$ cat src/rtl/adr_pipe_buf.sv
// Elastic holding register: DEPTH-entry in-order buffer with valid/ready handshake and synchronous flush.
// dataOut is registered and always shows the oldest word; a word pushed at edge N is visible in cycle N+1.
module adr_pipe_buf #(
    parameter int WIDTH = 32,
    parameter int DEPTH = 2,
    parameter int CNTW  = $clog2(DEPTH + 1)
) (
    input  logic             CLK,
    input  logic             RST,
    input  logic             flush,
    input  logic             inValid,
    output logic             inReady,
    input  logic [WIDTH-1:0] dataIn,
    output logic             outValid,
    input  logic             outReady,
    output logic [WIDTH-1:0] dataOut,
    output logic [CNTW-1:0]  count
);
    localparam int PW = (DEPTH > 1) ? $clog2(DEPTH) : 1;

    logic [WIDTH-1:0] mem [DEPTH];
    logic [PW-1:0]    wr_ptr;
    logic [PW-1:0]    rd_ptr;
    logic [PW-1:0]    rd_next;
    logic [CNTW-1:0]  count_next;
    logic [WIDTH-1:0] head_next;
    logic             push;
    logic             pop;

    // Both handshake terms decode registered count only, so outReady never reaches inReady.
    assign inReady  = (count != CNTW'(DEPTH));
    assign outValid = (count != '0);
    assign push     = inValid & inReady;
    assign pop      = outValid & outReady;

    always_comb begin
        rd_next    = pop ? rd_ptr + PW'(1) : rd_ptr;
        count_next = count;
        case ({push, pop})
            2'b10:   count_next = count + CNTW'(1);
            2'b01:   count_next = count - CNTW'(1);
            default: count_next = count;
        endcase
        // The new head is the incoming word only when it lands in the slot the read pointer moves to.
        head_next = (push && (wr_ptr == rd_next)) ? dataIn : mem[rd_next];
    end

    always_ff @(posedge CLK) begin
        if (push && !flush) begin
            mem[wr_ptr] <= dataIn;
        end
    end

    always_ff @(posedge CLK or posedge RST) begin
        if (RST) begin
            wr_ptr  <= '0;
            rd_ptr  <= '0;
            count   <= '0;
            dataOut <= '0;
        end else if (flush) begin
            wr_ptr <= '0;
            rd_ptr <= '0;
            count  <= '0;
        end else begin
            if (push) begin
                wr_ptr <= wr_ptr + PW'(1);
            end
            rd_ptr <= rd_next;
            count  <= count_next;
            // When the buffer drains, dataOut keeps its last word.
            if (count_next != '0) begin
                dataOut <= head_next;
            end
        end
    end
endmodule
$ cat config.mk
export PLATFORM = sky130hd
export DESIGN_NAME = adr_pipe_buf
export DESIGN_NICKNAME = d
export VERILOG_FILES = /design/src/rtl/adr_pipe_buf.sv
export SDC_FILE = /design/constraint.sdc
export NUM_CORES = 1
export LEC_CHECK = 0
export BUFFER_PORTS_ARGS = -buffer_cell sky130_fd_sc_hd__buf_2
export CORE_ASPECT_RATIO = 1.25
export CORE_MARGIN = 5
export CORE_UTILIZATION = 57
export DETAILED_ROUTE_END_ITERATION = 16
export PLACE_DENSITY = 0.8
export SYNTH_ARGS = -nofsm -noshare
export SYNTH_HDL_FRONTEND = slang
export SYNTH_SLANG_ARGS = --single-unit
$ cat constraint.sdc
create_clock -name CLK -period 3.1 [get_ports CLK]
set_input_delay 0.155 -clock CLK [delete_from_list [all_inputs] [get_ports CLK]]
set_output_delay 0.155 -clock CLK [all_outputs]
set_load 0.01 [all_outputs]
==> Word-level counts from Yosys, hierarchy flattened <==
Memories as Yosys holds them, arrays and structs flattened. A register that Yosys moved wholly into a read port is not among the register bits.
Index checks and enable logic that the tools add are counted.
{ "op_classes": {"addsub": 4, "n_eq_ne": 3, "muxes": 8, "bitwise": 3, "reduce_logical": 6} }
{ "ops": {"columns": ["cell", "count"], "rows": [
  ["2-to-1 mux 1 bit", 6],
  ["nonzero test 2 bit", 3],
  ["case mux 2 bit (2 select lines)", 1],
  ["adder 1 bit, second input constant", 2],
  ["adder 2 x 1 -> 2 bit, second input constant", 1],
  ["bitwise AND 1 bit", 2],
  ["equality test 2 x 1 -> 1 bit, second input constant", 1],
  ["equality test 2 bit, second input constant", 1],
  ["2-to-1 mux 2 bit", 1],
  ["!= test 2 bit, second input constant", 1],
  ["AND reduction 2 bit", 1],
  ["subtractor 2 x 1 -> 2 bit, second input constant", 1],
  ["logical AND 1 bit", 1],
  ["logical NOT 1 bit", 1],
  ["inverter 1 bit", 1]
]} }
{ "word_totals": {"regBits": 4, "ramBits": 64, "inputBits": 37, "out_inout_bits": 36, "memories": 1} }
{ "mem_list": {"columns": ["memory", "depth", "width", "rd", "rd_clocked_by_memory_dff", "wr", "line_no", "source"], "rows": [
  ["mem", 2, 32, 1, 1, 1, "21", "logic [WIDTH-1:0] mem [DEPTH];"]
]} }

==> Longest topological paths before layout <==
{ "depth": {"ltp_word": 6, "ltp_mapped": 12, "ltp_nobuf": 7} }

==> Least setup slack after synthesis <==
OpenSTA, ideal clock, no wires.
{ "synth_timing": {"path_kind": "flip-flop to flip-flop", "startpoint": "reg count[0]", "endpoint": "mem mem[0][0], enable pin", "setup_time_ps": 421, "t_arrival_ps": 2560, "path_slack_ps": 119, "path_stages_with_launch": 7, "path_buffers": 3, "synth_period_minus_slack_ps": 2981, "cell_sequence": "dfrtp_1 buf_4 nand2b_1 buf_2 buf_2 nand2_1 nor2_1"} }
{ "synth_via": {"elab_chain_len": 5} }
{ "synth_lines": {"columns": ["element", "line_no", "source"], "rows": [
  ["from (decl)", "17", "output logic [CNTW-1:0] count"],
  ["from (signal assigned)", "69", "count <= count_next;"],
  ["!= test 2 bit", "31", "assign inReady = (count != CNTW'(DEPTH));"],
  ["net inReady", "12", "output logic inReady,"],
  ["bitwise AND 1 bit", "33", "assign push = inValid & inReady;"],
  ["logical AND 1 bit", "49", "if (push && !flush) begin"],
  ["2-to-1 mux 1 bit", "49", null],
  ["2-to-1 mux 1 bit (not written as such)", "50", "mem[wr_ptr] <= dataIn;"],
  ["to (decl)", "21", null]
]} }
The timed path passes the listed nets, and every way through them passes these cells.

==> Worst setup path after layout <==
{ "layout_timing": {"startpoint": "reg count[0]", "endpoint": "reg dataOut[20] (read register of mem)"} }
{ "layout_via": {"elab_chain_len": 6} }
{ "layout_lines": {"columns": ["element", "line_no", "source"], "rows": [
  ["!= test 2 bit / nonzero test 2 bit (equally long branches)", "31, 32", null],
  ["bitwise AND 1 bit, on equally long branches", "33, 34", null],
  ["equality test 2 x 1 -> 1 bit / equality test 2 bit (equally long branches)", "39", "case ({push, pop})"],
  ["case mux 2 bit (2 select lines)", "39", null],
  ["nonzero test 2 bit", "71", "if (count_next != '0) begin"],
  ["AND reduction 2 bit (no line)", null, null],
  ["to (decl)", "16", "output logic [WIDTH-1:0] dataOut,"]
]} }
Parallel ways exist; a longest one is shown, timed or not.
A chain may end at the register's enable or synchronous reset.

==> run_results.csv <==
group,metric,value,unit
floorplan,row_count,38,
cts,clk_path_buf_depth,2,
synthesis,ys_seq_elements,100,
synthesis,synthArstFlopShare,0.360,
cts,cts_resized,0,
global_route,antenna_found_initial,0,
worst_setup_path,arrival,3.08,ns
sta,setup_tns,0,ns
floorplan,die_w,93.3,um
cts,clock_sinks,100,
final_layout,antennaDiodeCount,0,
floorplan,fp.dieH,114,um
synthesis,syn_area_per_cell,11.5,sq um
sta,fin_crit,2.86,ns
power,powerDensity,906,mW/mm^2
synthesis,synth_ff_type,"edfxtp_1",
final_layout,final_util,0.685,
final_layout,register_area,0.00282,sq mm
global_route,grt_pass1_vias,3885,
floorplan,initial_core_util,0.575,
cts,cts_max_level,3,
power,leakage,2.49,nW
min_path,hp-class,"input port to asynchronous set/reset pin",
cts,clk_latency,0.37,ns
floorplan,die_area,0.0107,sq mm
cts,numCtsBuffers,9,
place,hpwl,7380,um
drt,vias,3760,
floorplan,ioPinCount,73,
power,max-vdd-ir-drop,513,uV
drt,drc_errors,0,
global_route,groute.usage.overall,0.235,
run_status,status,"finished, final reports clean",
power,totalPowerFinal,5.34,mW
sta,holdWs,0.00555,ns
synthesis,ys_seq_area_frac,0.571,
final_layout,syn_to_final_growth,19.1,%
place,dpl.cell_count,593,
sta,clock.fmax,350,MHz
worst_setup_path,setup.worst_path.end_class,"flop",
final_layout,n_fill_cell,626,
worst_setup_path,crit_fanout,32,
global_route,grt_overflow,0,
flow_run,cap_violations,0,
drt,routed_wl,11800,um
drt,wl_per_cell,18.6,um
place,numPortBuffers,72,
synthesis,synth_edf_count,64,
final_layout,final_cells,635,
cts,clockRootBuffer,"clkbuf_8",
global_route,grt_max_degree,67,
final_layout,multi_input_area,0.00171,sq mm
worst_setup_path,start_kind,"flop",
synthesis,syn_nets,468,
sta,maxSlewHeadroom,0.318,
drt,antenna_left,0,
synthesis,yosysWarnings,0,
synthesis,syn_inst,430,
sta,fin_skew,0.0146,ns
sta,timing.final.crit_share,0.922,
sta,worst_pin_slew,1.02,ns
sta,final_max_slew_viol_count,0,
worst_setup_path,cp.required,3.32,ns
place,gp_congestion,0.792,
worst_setup_path,crit_type,"flop to flop",
floorplan,core_region_area,0.00861,sq mm
global_route,grt_pass1_wl,19400,um
sta,setup_viol,0,
synthesis,netlist_area,0.00495,sq mm
drt,vias_per_cell,5.92,
final_layout,drive_above_1_share,0.274,
drt,initialDrtViolationCount,249,
cts,cts_tree,"built",
cts,clkTransAtPathRegs,0.10,ns
synthesis,synth_cell_types,35,
final_layout,nets,548,
drt,drtPass1Iterations,4,
sta,rsz0062_at_grt,"false",
sta,hold_violations,0,
==> state kept, by name, summed over array words and instances, names as in the netlist <==
register  cells
dataOut      32
mem          64
wr_ptr        1
rd_ptr        1
count         2
==> final cells by class <==
type,instances,share of cell area
clock buffers,11,0.0257
clock inverters,5,0.00977
inverters,66,0.0420
multi-input cells,222,0.290
flip-flops and latches,100,0.479
well taps,120,0.0255
repair buffers,111,0.128
==> synth_stat cells, types with 2 or more instances <==
cell	n	share of area
inv_1	65	0.049
a31oi_1	64	0.081
edfxtp_1	64	0.39
dfrtp_1	36	0.18
mux2i_1	33	0.067
o21ai_0	33	0.033
nand3_1	32	0.032
o211ai_2	30	0.076
clkbuf_1	26	0.020
buf_2	9	0.0091
nor2_1	4	0.0030
buf_6	3	0.0068
a21oi_1	2	0.0020
buf_1	2	0.0015
buf_4	2	0.0030
nand2_1	2	0.0015
nand2b_1	2	0.0025
nor2b_1	2	0.0025
o211ai_1	2	0.0030
xnor2_1	2	0.0035
==> layer usage <==
| layer | track usage | routed length [um] | share of wire |
|---|---|---|---|
| met5 | 0 | 0 | 0 |
| met4 | 0.106 | 280 | 0.024 |
| met1 | 0.282 | 4690 | 0.40 |
| met2 | 0.405 | 6090 | 0.51 |
| met3 | 0.0473 | 764 | 0.065 |
==> final timing paths <==
kind | from | endpoint | slack [ns] | depth (start not counted)
max | count[0]$_DFF_PP0_ | dataOut[20]$_DFFE_PP0P_ | 0.24 | 7
min in group CLK | dataIn[1] | mem[1][1]$_DFFE_PP_ | 0.01 | 1
min reg2reg | dataOut[20]$_DFFE_PP0P_ | dataOut[20]$_DFFE_PP0P_ | 0.56 | 2
min | RST | dataOut[11]$_DFFE_PP0P_ | 0.006 | 2
max reg2reg | count[0]$_DFF_PP0_ | dataOut[20]$_DFFE_PP0P_ | 0.24 | 7
max in group asynchronous | RST | dataOut[5]$_DFFE_PP0P_ | 2.34 | 3
==> timing repair <==
item / 4_1_cts / 5_1_grt
setup buffers: 0 / 0
setup endpoints to repair: 0 / 0
endpoints found under the hold margin: 50 / 2
hold buffers: 25 / 1
==> worst max-delay path, stage by stage (launching register included) <==
cell and delay (ns):
dfrtp_1 0.56, nand2b_2 0.21, nand2_1 0.10, ha_1 0.39
nor4bb_1 0.30, or2_4 0.17, or2_2 0.78, o211ai_1 0.20
==> cells by family (layout without fill, tap and decap cells) <==
| kind of cell | Yosys count | count (layout) | synth area share |
|---|---|---|---|
| multiplexers | 33 | 33 | 0.0668 |
| buffers and inverters | 108 | 193 | 0.0903 |
| XOR/XNOR | 5 | 5 | 0.0154 |
| adder cells (fa/ha/maj) | 1 | 1 | 0.00253 |
| AND/OR/NAND/NOR | 49 | 49 | 0.0526 |
| flip-flops | 100 | 100 | 0.571 |
| AO/OA/AOI/OAI | 134 | 134 | 0.202 |
==> cell usage in the layout, fill, tap and decap left out, types with 2 or more instances in the layout <==
| cell | count |
|---|---|
| nor2_1 | 2 |
| dlygate4sd3_1 | 26 |
| xnor2_1 | 2 |
| nand3_1 | 32 |
| or2_2 | 2 |
| dfrtp_1 | 36 |
| inv_1 | 65 |
| clkinv_2 | 2 |
| buf_12 | 3 |
| o211ai_1 | 2 |
| buf_2 | 72 |
| clkbuf_8 | 11 |
| mux2i_1 | 33 |
| a31oi_1 | 64 |
| edfxtp_1 | 64 |
| buf_4 | 10 |
| o21ai_0 | 33 |
| nor2_4 | 2 |
| nand2_1 | 2 |
| o211ai_2 | 30 |
==> metrics by stage <==
stage / setup slack (ns) / instance area, sq um
4_1_cts: 0.242 / 5880
5_1_grt: 0.0633 / 5890
3_5_place_dp: 0.236 / 5420
2_1_floorplan: 0.119 / 4950
3_3_place_gp: 0.400 / 5420
6_report: 0.243 / 5890
==> power by group <==
group,internal [mW],switching [mW]
sequential,1.75,0.211
combinational,0.987,1.53
clock,0.419,0.445
total,3.16,2.19
(Power assumes the default switching activity.)
